<file path="src/rtl/clock_pkg.sv">
// Shared time-of-day widths, limits and the alarm ring-state encoding.
package clock_pkg;

  localparam int HOUR_W   = 5;
  localparam int MIN_W    = 6;
  localparam int SEC_W    = 6;
  localparam int HOUR_MAX = 23;
  localparam int MIN_MAX  = 59;

  typedef enum logic [1:0] {
    IDLE    = 2'd0,
    RINGING = 2'd1,
    SNOOZE  = 2'd2
  } ring_state_e;

endpackage : clock_pkg

</file>
<file path="src/rtl/alarm_unit_if.sv">
// Command pulses, running time and alarm outputs exchanged with the alarm unit.
interface alarm_unit_if;
  import clock_pkg::*;

  logic              ALM_ONOFF;
  logic              ALM_HOUR;
  logic              ALM_MIN;
  logic              SEC_TICK;
  logic [HOUR_W-1:0] CUR_HOUR;
  logic [MIN_W-1:0]  CUR_MIN;
  logic [SEC_W-1:0]  CUR_SEC;
  logic              SW_STOP;
  logic              SW_SNOOZE;
  logic              ALM_EN;
  logic [HOUR_W-1:0] ALM_H;
  logic [MIN_W-1:0]  ALM_M;
  logic              RING;

  modport master (
    output ALM_ONOFF, ALM_HOUR, ALM_MIN, SEC_TICK,
    output CUR_HOUR, CUR_MIN, CUR_SEC, SW_STOP, SW_SNOOZE,
    input  ALM_EN, ALM_H, ALM_M, RING
  );

  modport slave (
    input  ALM_ONOFF, ALM_HOUR, ALM_MIN, SEC_TICK,
    input  CUR_HOUR, CUR_MIN, CUR_SEC, SW_STOP, SW_SNOOZE,
    output ALM_EN, ALM_H, ALM_M, RING
  );

endinterface : alarm_unit_if

</file>
<file path="src/rtl/mod_counter.sv">
// Modulo-N up counter: advances on inc, wraps from MODULUS-1 back to zero.
module mod_counter #(
  parameter int MODULUS = 24,
  parameter int W       = 5
) (
  input  logic         clock,
  input  logic         reset,
  input  logic         inc,
  output logic [W-1:0] value_q
);

  logic [W-1:0] value_d;

  always_comb begin
    value_d = value_q;
    if (inc) begin
      if (value_q == W'(MODULUS - 1)) begin
        value_d = {W{1'b0}};
      end else begin
        value_d = value_q + W'(1);
      end
    end else begin
      value_d = value_q;
    end
  end

  always_ff @(posedge clock or negedge reset) begin
    if (!reset) begin
      value_q <= {W{1'b0}};
    end else begin
      value_q <= value_d;
    end
  end

endmodule : mod_counter

</file>
<file path="src/rtl/alarm_unit.sv">
// Alarm time/enable storage, alarm-time comparator and ring/snooze sequencer
// driving the buzzer enable.
module alarm_unit
  import clock_pkg::*;
#(
  parameter int RING_SEC   = 60,
  parameter int SNOOZE_SEC = 300
) (
  input  logic         clock,
  input  logic         reset,
  alarm_unit_if.slave  bus
);

  localparam int MAX_SEC = (RING_SEC > SNOOZE_SEC) ? RING_SEC : SNOOZE_SEC;
  localparam int CNT_W   = (MAX_SEC > 1) ? $clog2(MAX_SEC) : 1;

  ring_state_e      state_q, state_d;
  logic [CNT_W-1:0] cnt_q, cnt_d;
  logic             ring_q, ring_d;
  logic             alm_en_q, alm_en_d;
  logic             match_q, match_prev_q;
  logic             match_s, rise_s, en_clear_s;
  logic [HOUR_W-1:0] alm_h_s;
  logic [MIN_W-1:0]  alm_m_s;

  mod_counter #(.MODULUS(HOUR_MAX + 1), .W(HOUR_W)) u_hour (
    .clock   (clock),
    .reset   (reset),
    .inc     (bus.ALM_HOUR),
    .value_q (alm_h_s)
  );

  mod_counter #(.MODULUS(MIN_MAX + 1), .W(MIN_W)) u_min (
    .clock   (clock),
    .reset   (reset),
    .inc     (bus.ALM_MIN),
    .value_q (alm_m_s)
  );

  // Edge is taken between two registered copies so RING rises two clocks after the match.
  always_comb begin
    alm_en_d   = alm_en_q ^ bus.ALM_ONOFF;
    en_clear_s = bus.ALM_ONOFF & alm_en_q;
    match_s    = alm_en_q & (bus.CUR_HOUR == alm_h_s) & (bus.CUR_MIN == alm_m_s)
                 & (bus.CUR_SEC == {SEC_W{1'b0}});
    rise_s     = match_q & ~match_prev_q;
  end

  always_comb begin
    state_d = state_q;
    cnt_d   = cnt_q;
    case (state_q)
      IDLE: begin
        if (rise_s) begin
          state_d = RINGING;
          cnt_d   = {CNT_W{1'b0}};
        end else begin
          state_d = IDLE;
        end
      end
      RINGING: begin
        if (en_clear_s || bus.SW_STOP) begin
          state_d = IDLE;
          cnt_d   = {CNT_W{1'b0}};
        end else if (bus.SW_SNOOZE) begin
          state_d = SNOOZE;
          cnt_d   = {CNT_W{1'b0}};
        end else if (bus.SEC_TICK) begin
          if (cnt_q == CNT_W'(RING_SEC - 1)) begin
            state_d = IDLE;
            cnt_d   = {CNT_W{1'b0}};
          end else begin
            cnt_d   = cnt_q + CNT_W'(1);
          end
        end else begin
          state_d = RINGING;
        end
      end
      SNOOZE: begin
        if (en_clear_s || bus.SW_STOP) begin
          state_d = IDLE;
          cnt_d   = {CNT_W{1'b0}};
        end else if (bus.SEC_TICK) begin
          if (cnt_q == CNT_W'(SNOOZE_SEC - 1)) begin
            state_d = RINGING;
            cnt_d   = {CNT_W{1'b0}};
          end else begin
            cnt_d   = cnt_q + CNT_W'(1);
          end
        end else begin
          state_d = SNOOZE;
        end
      end
      default: begin
        state_d = IDLE;
        cnt_d   = {CNT_W{1'b0}};
      end
    endcase
    ring_d = (state_d == RINGING);
  end

  always_ff @(posedge clock or negedge reset) begin
    if (!reset) begin
      state_q      <= IDLE;
      cnt_q        <= {CNT_W{1'b0}};
      ring_q       <= 1'b0;
      alm_en_q     <= 1'b0;
      match_q      <= 1'b0;
      match_prev_q <= 1'b0;
    end else begin
      state_q      <= state_d;
      cnt_q        <= cnt_d;
      ring_q       <= ring_d;
      alm_en_q     <= alm_en_d;
      match_q      <= match_s;
      match_prev_q <= match_q;
    end
  end

  assign bus.ALM_EN = alm_en_q;
  assign bus.ALM_H  = alm_h_s;
  assign bus.ALM_M  = alm_m_s;
  assign bus.RING   = ring_q;

endmodule : alarm_unit

</file>
<file path="src/flat_wrapper.sv">
// flat-port wrapper written by rule: the top's interface ports become plain ports
module alarm_unit_flat import clock_pkg::*;
#(
  parameter int RING_SEC   = 60,
  parameter int SNOOZE_SEC = 300
)
  (clock, reset, bus_ALM_ONOFF, bus_ALM_HOUR, bus_ALM_MIN, bus_SEC_TICK, bus_CUR_HOUR, bus_CUR_MIN, bus_CUR_SEC, bus_SW_STOP, bus_SW_SNOOZE, bus_ALM_EN, bus_ALM_H, bus_ALM_M, bus_RING);
  alarm_unit_if bus_i ();
  input  logic clock;
  input  logic reset;
  input wire logic [$bits(bus_i.ALM_ONOFF)-1:0] bus_ALM_ONOFF;
  input wire logic [$bits(bus_i.ALM_HOUR)-1:0] bus_ALM_HOUR;
  input wire logic [$bits(bus_i.ALM_MIN)-1:0] bus_ALM_MIN;
  input wire logic [$bits(bus_i.SEC_TICK)-1:0] bus_SEC_TICK;
  input wire logic [$bits(bus_i.CUR_HOUR)-1:0] bus_CUR_HOUR;
  input wire logic [$bits(bus_i.CUR_MIN)-1:0] bus_CUR_MIN;
  input wire logic [$bits(bus_i.CUR_SEC)-1:0] bus_CUR_SEC;
  input wire logic [$bits(bus_i.SW_STOP)-1:0] bus_SW_STOP;
  input wire logic [$bits(bus_i.SW_SNOOZE)-1:0] bus_SW_SNOOZE;
  output wire logic [$bits(bus_i.ALM_EN)-1:0] bus_ALM_EN;
  output wire logic [$bits(bus_i.ALM_H)-1:0] bus_ALM_H;
  output wire logic [$bits(bus_i.ALM_M)-1:0] bus_ALM_M;
  output wire logic [$bits(bus_i.RING)-1:0] bus_RING;
  assign bus_i.ALM_ONOFF = bus_ALM_ONOFF;
  assign bus_i.ALM_HOUR = bus_ALM_HOUR;
  assign bus_i.ALM_MIN = bus_ALM_MIN;
  assign bus_i.SEC_TICK = bus_SEC_TICK;
  assign bus_i.CUR_HOUR = bus_CUR_HOUR;
  assign bus_i.CUR_MIN = bus_CUR_MIN;
  assign bus_i.CUR_SEC = bus_CUR_SEC;
  assign bus_i.SW_STOP = bus_SW_STOP;
  assign bus_i.SW_SNOOZE = bus_SW_SNOOZE;
  assign bus_ALM_EN = bus_i.ALM_EN;
  assign bus_ALM_H = bus_i.ALM_H;
  assign bus_ALM_M = bus_i.ALM_M;
  assign bus_RING = bus_i.RING;
  alarm_unit #(.RING_SEC(RING_SEC), .SNOOZE_SEC(SNOOZE_SEC)) u_core (.clock(clock), .reset(reset), .bus(bus_i));
endmodule
</file>
<file path="config.mk">
export PLATFORM = sky130hd
export DESIGN_NAME = alarm_unit_flat
export DESIGN_NICKNAME = d
export VERILOG_FILES = /design/src/rtl/clock_pkg.sv /design/src/rtl/alarm_unit_if.sv /design/src/rtl/mod_counter.sv /design/src/rtl/alarm_unit.sv /design/src/flat_wrapper.sv
export SDC_FILE = /design/constraint.sdc
export NUM_CORES = 1
export LEC_CHECK = 0
export BUFFER_PORTS_ARGS = -buffer_cell sky130_fd_sc_hd__buf_2
export CORE_ASPECT_RATIO = 0.7
export CORE_MARGIN = 2
export CORE_UTILIZATION = 50
export CTS_BUF_LIST = sky130_fd_sc_hd__clkbuf_8
export DETAILED_ROUTE_END_ITERATION = 8
export GPL_ROUTABILITY_DRIVEN = 1
export GPL_TIMING_DRIVEN = 0
export PLACE_DENSITY_LB_ADDON = 0.15
export SLEW_MARGIN = 20
export SYNTH_ARGS = -nofsm -noshare
export SYNTH_HDL_FRONTEND = slang
export SYNTH_SLANG_ARGS = --single-unit
</file>
<file path="constraint.sdc">
create_clock -name clock -period 2.15 [get_ports clock]
set_input_delay 0.43 -clock clock [delete_from_list [all_inputs] [get_ports clock]]
set_output_delay 0.43 -clock clock [all_outputs]
set_load 0.1 [all_outputs]
</file>
# [After elaboration in Yosys (flattened, before gate mapping)]
# Index checks and enable logic that the tools add are counted.
[totals] reg_bits=26 input_bits=25 output_inout_bits=13
[classes] add_sub_neg=3 n_eq_ne=12 muxes=20 bitwise_logic=7 reduce_logical=4
[ops] operator="2-to-1 mux 9 bit" count=8
[ops] operator="case mux 9 bit (3 select lines)" count=1
[ops] operator="2-to-1 mux 2 bit" count=7
[ops] operator="adder 9 x 1 -> 9 bit, second input constant" count=1
[ops] operator="equality test 9 x 6 -> 1 bit, second input constant" count=1
[ops] operator="equality test 9 bit, second input constant" count=1
[ops] operator="adder 6 x 1 -> 6 bit, second input constant" count=1
[ops] operator="equality test 6 bit" count=1
[ops] operator="equality test 6 bit, second input constant" count=1
[ops] operator="zero test 6 bit" count=1
[ops] operator="2-to-1 mux 6 bit" count=1
[ops] operator="case mux 2 bit (3 select lines)" count=1
[ops] operator="adder 5 x 1 -> 5 bit, second input constant" count=1
[ops] operator="bitwise AND 1 bit" count=5
[ops] operator="equality test 5 bit" count=1
[ops] operator="equality test 5 bit, second input constant" count=1
[ops] operator="2-to-1 mux 5 bit" count=1
[ops] operator="equality test 2 x 1 -> 1 bit, second input constant" count=2
[ops] operator="inequality test 4 x 3 -> 1 bit, second input constant" count=1
[ops] operator="inequality test 3 x 2 -> 1 bit, second input constant" count=1
[ops] operator="AND reduction 3 bit" count=1
[ops] operator="equality test 2 bit, second input constant" count=1
[ops] operator="zero test 2 bit" count=1
[ops] operator="inequality test 2 x 1 -> 1 bit, second input constant" count=1
[ops] operator="4 further kinds" count=4

# [Logic depth before layout (Yosys ltp)]
# Gate-level depths: netlist (run 1).
[depth] word_depth=7 ltp_mapped=8 mapped_depth_nobuf=7

# [Cells and area by module]
# A second synthesis (run 1) with hierarchy kept.
[hier_totals] cells_unflattened=156 area_unflattened_um2=1572.8
[by_module_without_submodules] module="alarm_unit" instances=1 cells_each=108 area_each_um2=1027.2 seq_area_each_um2=375.4
[by_module_without_submodules] module="mod_counter (u_core.u_min)" instances=1 cells_each=29 area_each_um2=311.5 seq_area_each_um2=150.1
[by_module_without_submodules] module="mod_counter (u_core.u_hour)" instances=1 cells_each=19 area_each_um2=234.0 seq_area_each_um2=125.1

# [Worst setup path after synthesis (run 1)]
# No wires, ideal clock.
[synth_timing] path_type="reg-to-reg" start="register u_core.alm_en_q, in the netlist u_core.bus.ALM_EN" end="register u_core.cnt_q[3]" setup_time_ps=104 arrival_time_ps=2320 t_required_ps=2046 path_slack_ps=-274 stages_incl_launch_ff=8 cell_sequence="dfrtp_1 > ha_1 > nor3b_1 > o21a_1 > o221a_1 > buf_6 > nand3_4 > o311ai_1"
[synth_between] elab_chain_len=4 word_cells_on_any_way=8
[synth_rtl] item="from (decl)" line_no="alarm_unit.sv:20" source="logic alm_en_q, alm_en_d;"
[synth_rtl] item="from (signal assigned)" line_no="alarm_unit.sv:114" source="alm_en_q <= alm_en_d;"
[synth_rtl] item="bitwise AND 1 bit *" line_no="alarm_unit.sv:43" source="en_clear_s = bus.ALM_ONOFF & alm_en_q;"
[synth_rtl] item="logical OR 1 bit *" line_no="alarm_unit.sv:62, alarm_unit.sv:80"
[synth_rtl] item="inequality test 4 x 3 -> 1 bit (no source line), or another cell as far along"
[synth_rtl] item="AND reduction 3 bit (no source line) or case mux 9 bit (3 select lines) (tied branches)"
[synth_rtl] item="to (signal assigned)" line_no="alarm_unit.sv:105" source="cnt_q <= {CNT_W{1'b0}};"
[synth_rtl] item="to (signal assigned)" line_no="alarm_unit.sv:112" source="cnt_q <= cnt_d;"
[synth_rtl] item="to (decl)" line_no="alarm_unit.sv:18" source="logic [CNT_W-1:0] cnt_q, cnt_d;"
# Every way passes the cells marked *; elsewhere a longest branch is shown, timed or not.
# A chain may end at the register's enable or synchronous reset.

# [Final worst setup path (run 1)]
[layout_timing] start="register u_core.alm_en_q, in the netlist u_core.bus.ALM_EN" end="register u_core.cnt_q[5]"
# Same word-level chain as after synthesis.

==> results.toml, run 1 <==
[logic_synthesis]
ys.flop_type = "dfrtp_1"
ys_ff_latch = 26
synth_area_um2 = 1510
synth_nets = 188
postSynthAreaPerCell_um2 = 9.72
ys_types = 39
synth-edff-count = 0
yosysSeqAreaShare_pct = 43.2
yosysWarnings = 0
synthArstFlopShare_pct = 100
synthCells = 155

[worst_hold_path]
min_path_type = "in -> async"

[critical_path]
end_kind = "flip-flop"
critPathLaunchType = "flip-flop"
cp.required_ps = 2310
crit_arrival_ps = 2220
critPathMaxFanout = 9
critPathKind = "reg -> reg"

[sta]
slew_violations = 0
finalHoldViolCount = 0
skew_ps = 10.7
max-slew-margin-rel_pct = 62.0
tightest_slew_ps = 570
fmax_ghz = 0.486
setup-tns-final_ps = 0
rsz0062_at_grt = "yes"
fin_crit_sh_pct = 95.7
setup_violations = 0
post-route-min-period_ps = 2060

[route]
vias_per_cell = 5.65
vias = 1323
finalWirelength_um = 3180
drtPass1Iterations = 4
drt_iter0_markers = 122
drc_errors = 0
route.antenna.remaining_nets = 0
routedWlPerCell_um = 13.6

[finish]
drive_gt1_share_pct = 27.8
layout_common_cells = "38 x buf_2, 25 x dfrtp_1, 17 x nand2_1, 15 x nand3_1, 9 x xnor2_1"
syn_to_final_growth_pct = 22.8
final_common_cell = "buf_2"
fin_nets = 232
design_area_um2 = 1850
antenna_cells = 0
fin_cells = 234

[die]
ios = 38
fp.coreArea_um2 = 2820
initial_core_util_pct = 53.4
die-height_um = 49.9
die_area_um2 = 3480
die-width_um = 69.6
rows = 16

[clock_network]
cts-root-buf = "clkbuf_8"
ctsHoldBuffers = 0
path_clk_slew_ps = 90
cts_buffer_depth = 2
clock_sinks = 26
clk_latency_ps = 270
cts_tree = "built"
h-tree-depth = 1
cts_made_buffers = 3

[place]
dp.cells = 228
dp_hpwl_um = 2360
place.gp.congestion = 0.831
dpl_cell_area_um2 = 1750
portBuffers = 37

[global_routing]
grt_pass1_vias = 1216
grt_util_all_layers_pct = 18.8
grt_overflow = 0
antenna_found_initial = 0
grt_pass1_wl_um = 5340
grt_max_degree = 27

[pwr]
peakVddDrop_mv = 1.18
power_density_nw_per_um2 = 1240
p_leak_uw = 0.000809

[flow_run]
cap_violations = 0

[outcome]
status = "complete, no violations"
## worst max-delay path: stages (launching register included)
cell	delay, ps
dfrtp_4	490
ha_1	290
nor3b_4	250
o21a_1	150
o221a_1	190
buf_6	140
nand3_4	140
o311ai_1	300
## cells in the mapped netlist (all sizes together), types with 2 or more instances
| master | count | share of area (%) |
|---|---|---|
| nand4 | 8 | 3.3 |
| buf | 2 | 1.1 |
| inv | 7 | 1.7 |
| xnor2 | 9 | 5.2 |
| nor4b | 2 | 1.2 |
| nand2 | 17 | 4.2 |
| xor2 | 6 | 3.5 |
| nor3 | 3 | 1.0 |
| and2 | 2 | 0.83 |
| nor4 | 2 | 0.83 |
| dfrtp | 26 | 43 |
| ha | 8 | 6.6 |
| clkbuf | 3 | 0.75 |
| nor2 | 6 | 1.5 |
| nand3 | 16 | 6.1 |
| o311ai | 7 | 4.1 |
| o21a | 2 | 1.0 |
| o211ai | 2 | 1.0 |
| o21ai | 8 | 2.7 |
| mux2 | 2 | 1.5 |
## final timing paths
kind | start | to | slack (ps) | cells after the start
max | u_core.bus.ALM_EN | u_core.cnt_q[5] | 90 | 7
min reg2reg | u_core.match_q | u_core.match_prev_q | 410 | 0
max reg2reg | u_core.bus.ALM_EN | u_core.cnt_q[5] | 90 | 7
min in group clock | bus_ALM_ONOFF | u_core.bus.ALM_EN | 380 | 2
max in group asynchronous | reset | u_core.bus.ALM_EN | 1580 | 1
min | reset | u_core.u_min.value_q[0] | 150 | 1
## timing repair
item	4_1_cts	5_1_grt
resized for setup	0	5
buffers inserted	0	2
endpoints found under the setup margin	0	7
## registers in the layout, summed over array words and instances (netlist names)
register               count
u_core.u_hour.value_q      5
u_core.bus.RING            1
u_core.u_min.value_q       6
u_core.match_prev_q        1
u_core.match_q             1
u_core.cnt_q               9
u_core.bus.ALM_EN          1
u_core.state_q             2
## layout make-up
class                   count  area [um2]
inverters                   7        26.3
repair buffers             39         200
fillers                   229         973
clock inverters             1        3.75
clock buffers               3        41.3
plain buffers               5        27.5
flip-flops and latches     26         654
multi-input cells         117         851
well taps                  36        45.0
## power by group
group | total [uW] | internal (uW) | switching [uW] | leakage, uW
combinational | 1280 | 269 | 1010 | 0.000442
sequential | 744 | 600 | 144 | 0.000340
clock | 275 | 128 | 147 | 0.0000269
total | 2300 | 996 | 1300 | 0.000809
## kinds of logic (layout without fill, tap and decap cells)
group / count (synthesis) / after routing / synth area share [%]
DFF: 26 / 26 / 43.2
adders and majority gates: 8 / 8 / 6.64
xor gates and xnor gates: 15 / 15 / 8.72
muxes: 2 / 2 / 1.49
buffers and inverters: 12 / 55 / 3.57
and+or+nand+nor: 63 / 63 / 22.3
AOI/OAI and AO/OA: 29 / 29 / 14.1
## per-layer routing
layer	global-route usage, %	up-vias	wire length (um)
met1	26.0	628	1520
met3	4.50	2	176
met4	2.94	0	4
li1	-	656	-
met2	30.6	37	1470
met5	0	-	0
## through the flow
step | total power, uW | worst slack [ps] | hold slack, ps | utilization, %
after floorplan | 1790 | 74.9 | 134 | -
after global placement | 2010 | 69.2 | 391 | 62.1
after detailed placement | 2030 | 11.7 | 409 | 62.1
after CTS | 2310 | 16.7 | 165 | 63.7
after global routing | 2410 | -27.9 | 188 | 65.5
final | 2300 | 93.2 | 145 | 65.5
Note: power is estimated with default switching activity, not from simulation.
==> run 2, diff against run 1 <==
Settings changed: CORE_ASPECT_RATIO 0.7 to 0.9.
==> run 2 against run 1 <==
Via count up 3.3%. Largest power group unchanged. Count of clock-buffer cells in the layout unchanged. Maximum frequency down 0.53%. Critical path type unchanged.
==> results.toml, run 2 (same netlist as run 1, synthesis figures left out) <==
[die]
die_area_um2 = 3470
die-height_um = 56.1
ios = 38
die-width_um = 61.9
initial_core_util_pct = 53.5
rows = 18
fp.coreArea_um2 = 2820

[sta]
finalHoldViolCount = 0
post-route-min-period_ps = 2070
setup-tns-final_ps = 0
tightest_slew_ps = 585
setup_violations = 0
fin_crit_sh_pct = 96.2
slew_violations = 0
skew_ps = 9.26
setup_slack_ps = 82.3
fmax_ghz = 0.484
holdWs_ps = 143
max-slew-margin-rel_pct = 61.0

[route]
finalWirelength_um = 3270
vias_per_cell = 5.76
drc_errors = 0
drtPass1Iterations = 4
vias = 1366
drt_iter0_markers = 102
routedWlPerCell_um = 13.8
route.antenna.remaining_nets = 0

[pwr]
p_sw_uw = 1290
swShare_pct = 56.5
power_density_nw_per_um2 = 1240
p_int_uw = 996
peakVddDrop_mv = 1.08
p_leak_uw = 0.000805
p_seq_share_pct = 32.3
power_frac_clock_pct = 12.1
p_comb_share_pct = 55.7

[finish]
final_common_cell = "buf_2"
drive_gt1_share_pct = 27.9
fillers = 257
layout_common_cells = "38 x buf_2, 25 x dfrtp_1, 17 x nand2_1, 15 x nand3_1, 9 x xnor2_1"
multi_input_area_um2 = 858
largest_reg_flops = 9
antenna_cells = 0
top_regs = "u_core.cnt_q x9, u_core.u_min.value_q x6, u_core.u_hour.value_q x5"
fin_cells = 237
fin_nets = 231
design_area_um2 = 1850
syn_to_final_growth_pct = 23.1
seq_area_um2 = 654
top_register = "u_core.cnt_q"

[global_routing]
grt_pass1_vias = 1270
grt_max_degree = 27
use_met2_pct = 31.4
antenna_found_initial = 0
grt_util_all_layers_pct = 19.7
grt_pass1_wl_um = 5310
grt_util_met3_pct = 4.19
grt_use_met1_pct = 27.7
top_usage_layer = "met2"
grt_overflow = 0

[place]
place.gp.congestion = 0.848
portBuffers = 37
dpl_cell_area_um2 = 1760
dp_hpwl_um = 2340
dp.cells = 232
dp_slack_ps = 18.7

[critical_path]
crit_arrival_ps = 2240
timing.rr.end = "u_core.cnt_q[3]"
r2r_slack_ps = 80
cpPeakStageDelay_ps = 490
crit_slowest_cell = "dfrtp_4"
critPathKind = "reg -> reg"
reg2reg_depth = 7
critPathLaunchType = "flip-flop"
end_kind = "flip-flop"
cp.required_ps = 2320
cp_cell_sequence = "ha_1, nor3b_4, o21a_1, o221a_1, buf_6, nand3_4, o311ai_2"
r2r_start = "u_core.bus.ALM_EN"
critPathMaxFanout = 9

[worst_hold_path]
min_path_type = "in -> async"

[clock_network]
cts_tree = "built"
cts-root-buf = "clkbuf_8"
clk_latency_ps = 270
path_clk_slew_ps = 90
cts_made_buffers = 3
clock_sinks = 26
cts_buffer_depth = 2
ctsHoldBuffers = 0
h-tree-depth = 1

[flow_run]
cap_violations = 0

[outcome]
status = "complete, no violations"
-- run 2: cell types whose count changed in the layout (fill, tap and decap cells not counted), sizes merged --
cell | previous run | this run
buf | 41 | 40
-- run 2: final cells by class --
cell class,count,area share (%)
repair buffers,38,10.4
multi-input cells,117,46.3
flip-flops and latches,26,35.3
plain buffers,5,1.48
inverters,7,1.42
clock inverters,1,0.202
clock buffers,3,2.23
well taps,40,2.70
-- run 2: worst max-delay path, delay by kind of cell, from the launching register on --
kind | cells | cell delay, ps
AOI/OAI and AO/OA | 3 | 660
adders and majority gates | 1 | 290
buffers and inverters | 1 | 150
DFF | 1 | 490
and+or+nand+nor | 2 | 370
-- run 2: stage by stage --
step                utilization, %  total power (uW)
floorplan                        -              1790
global placement              62.4              2010
detailed placement            62.4              2020
CTS                           64.0              2300
global route                  65.9              2420
finish                        65.9              2290
-- run 2: power groups by stage --
stage	combinational (uW)	sequential, uW	clock (uW)
2_1_floorplan	308	1490	0
3_3_place_gp	1260	745	0
3_5_place_dp	1270	750	0
4_1_cts	1280	741	288
5_1_grt	1350	762	307
6_report	1270	739	277
-- run 2: how the worst max path moves through the flow --
stage	from	endpoint	slack, ps
after global placement	bus_ALM_ONOFF	u_core.cnt_q[4]	80
after floorplan	u_core.bus.ALM_EN	u_core.cnt_q[3]	70
final	u_core.bus.ALM_EN	u_core.cnt_q[3]	80
after global routing	u_core.bus.ALM_EN	u_core.cnt_q[3]	-9
after detailed placement	bus_ALM_ONOFF	u_core.cnt_q[3]	20
after CTS	u_core.bus.ALM_EN	u_core.cnt_q[4]	30
-- run 2: what timing repair did --
| action | 4_1_cts | 5_1_grt |
|---|---|---|
| gates resized for setup | 0 | 6 |
| buffers inserted | 0 | 1 |
| setup endpoints to repair | 0 | 7 |
-- run 2: metal layers --
metal / share of wire, % / vias to the layer above
met1: 43 / 642
met5: 0 / -
li1: - / 654
met3: 5.8 / 10
met2: 49 / 60
met4: 2.0 / 0
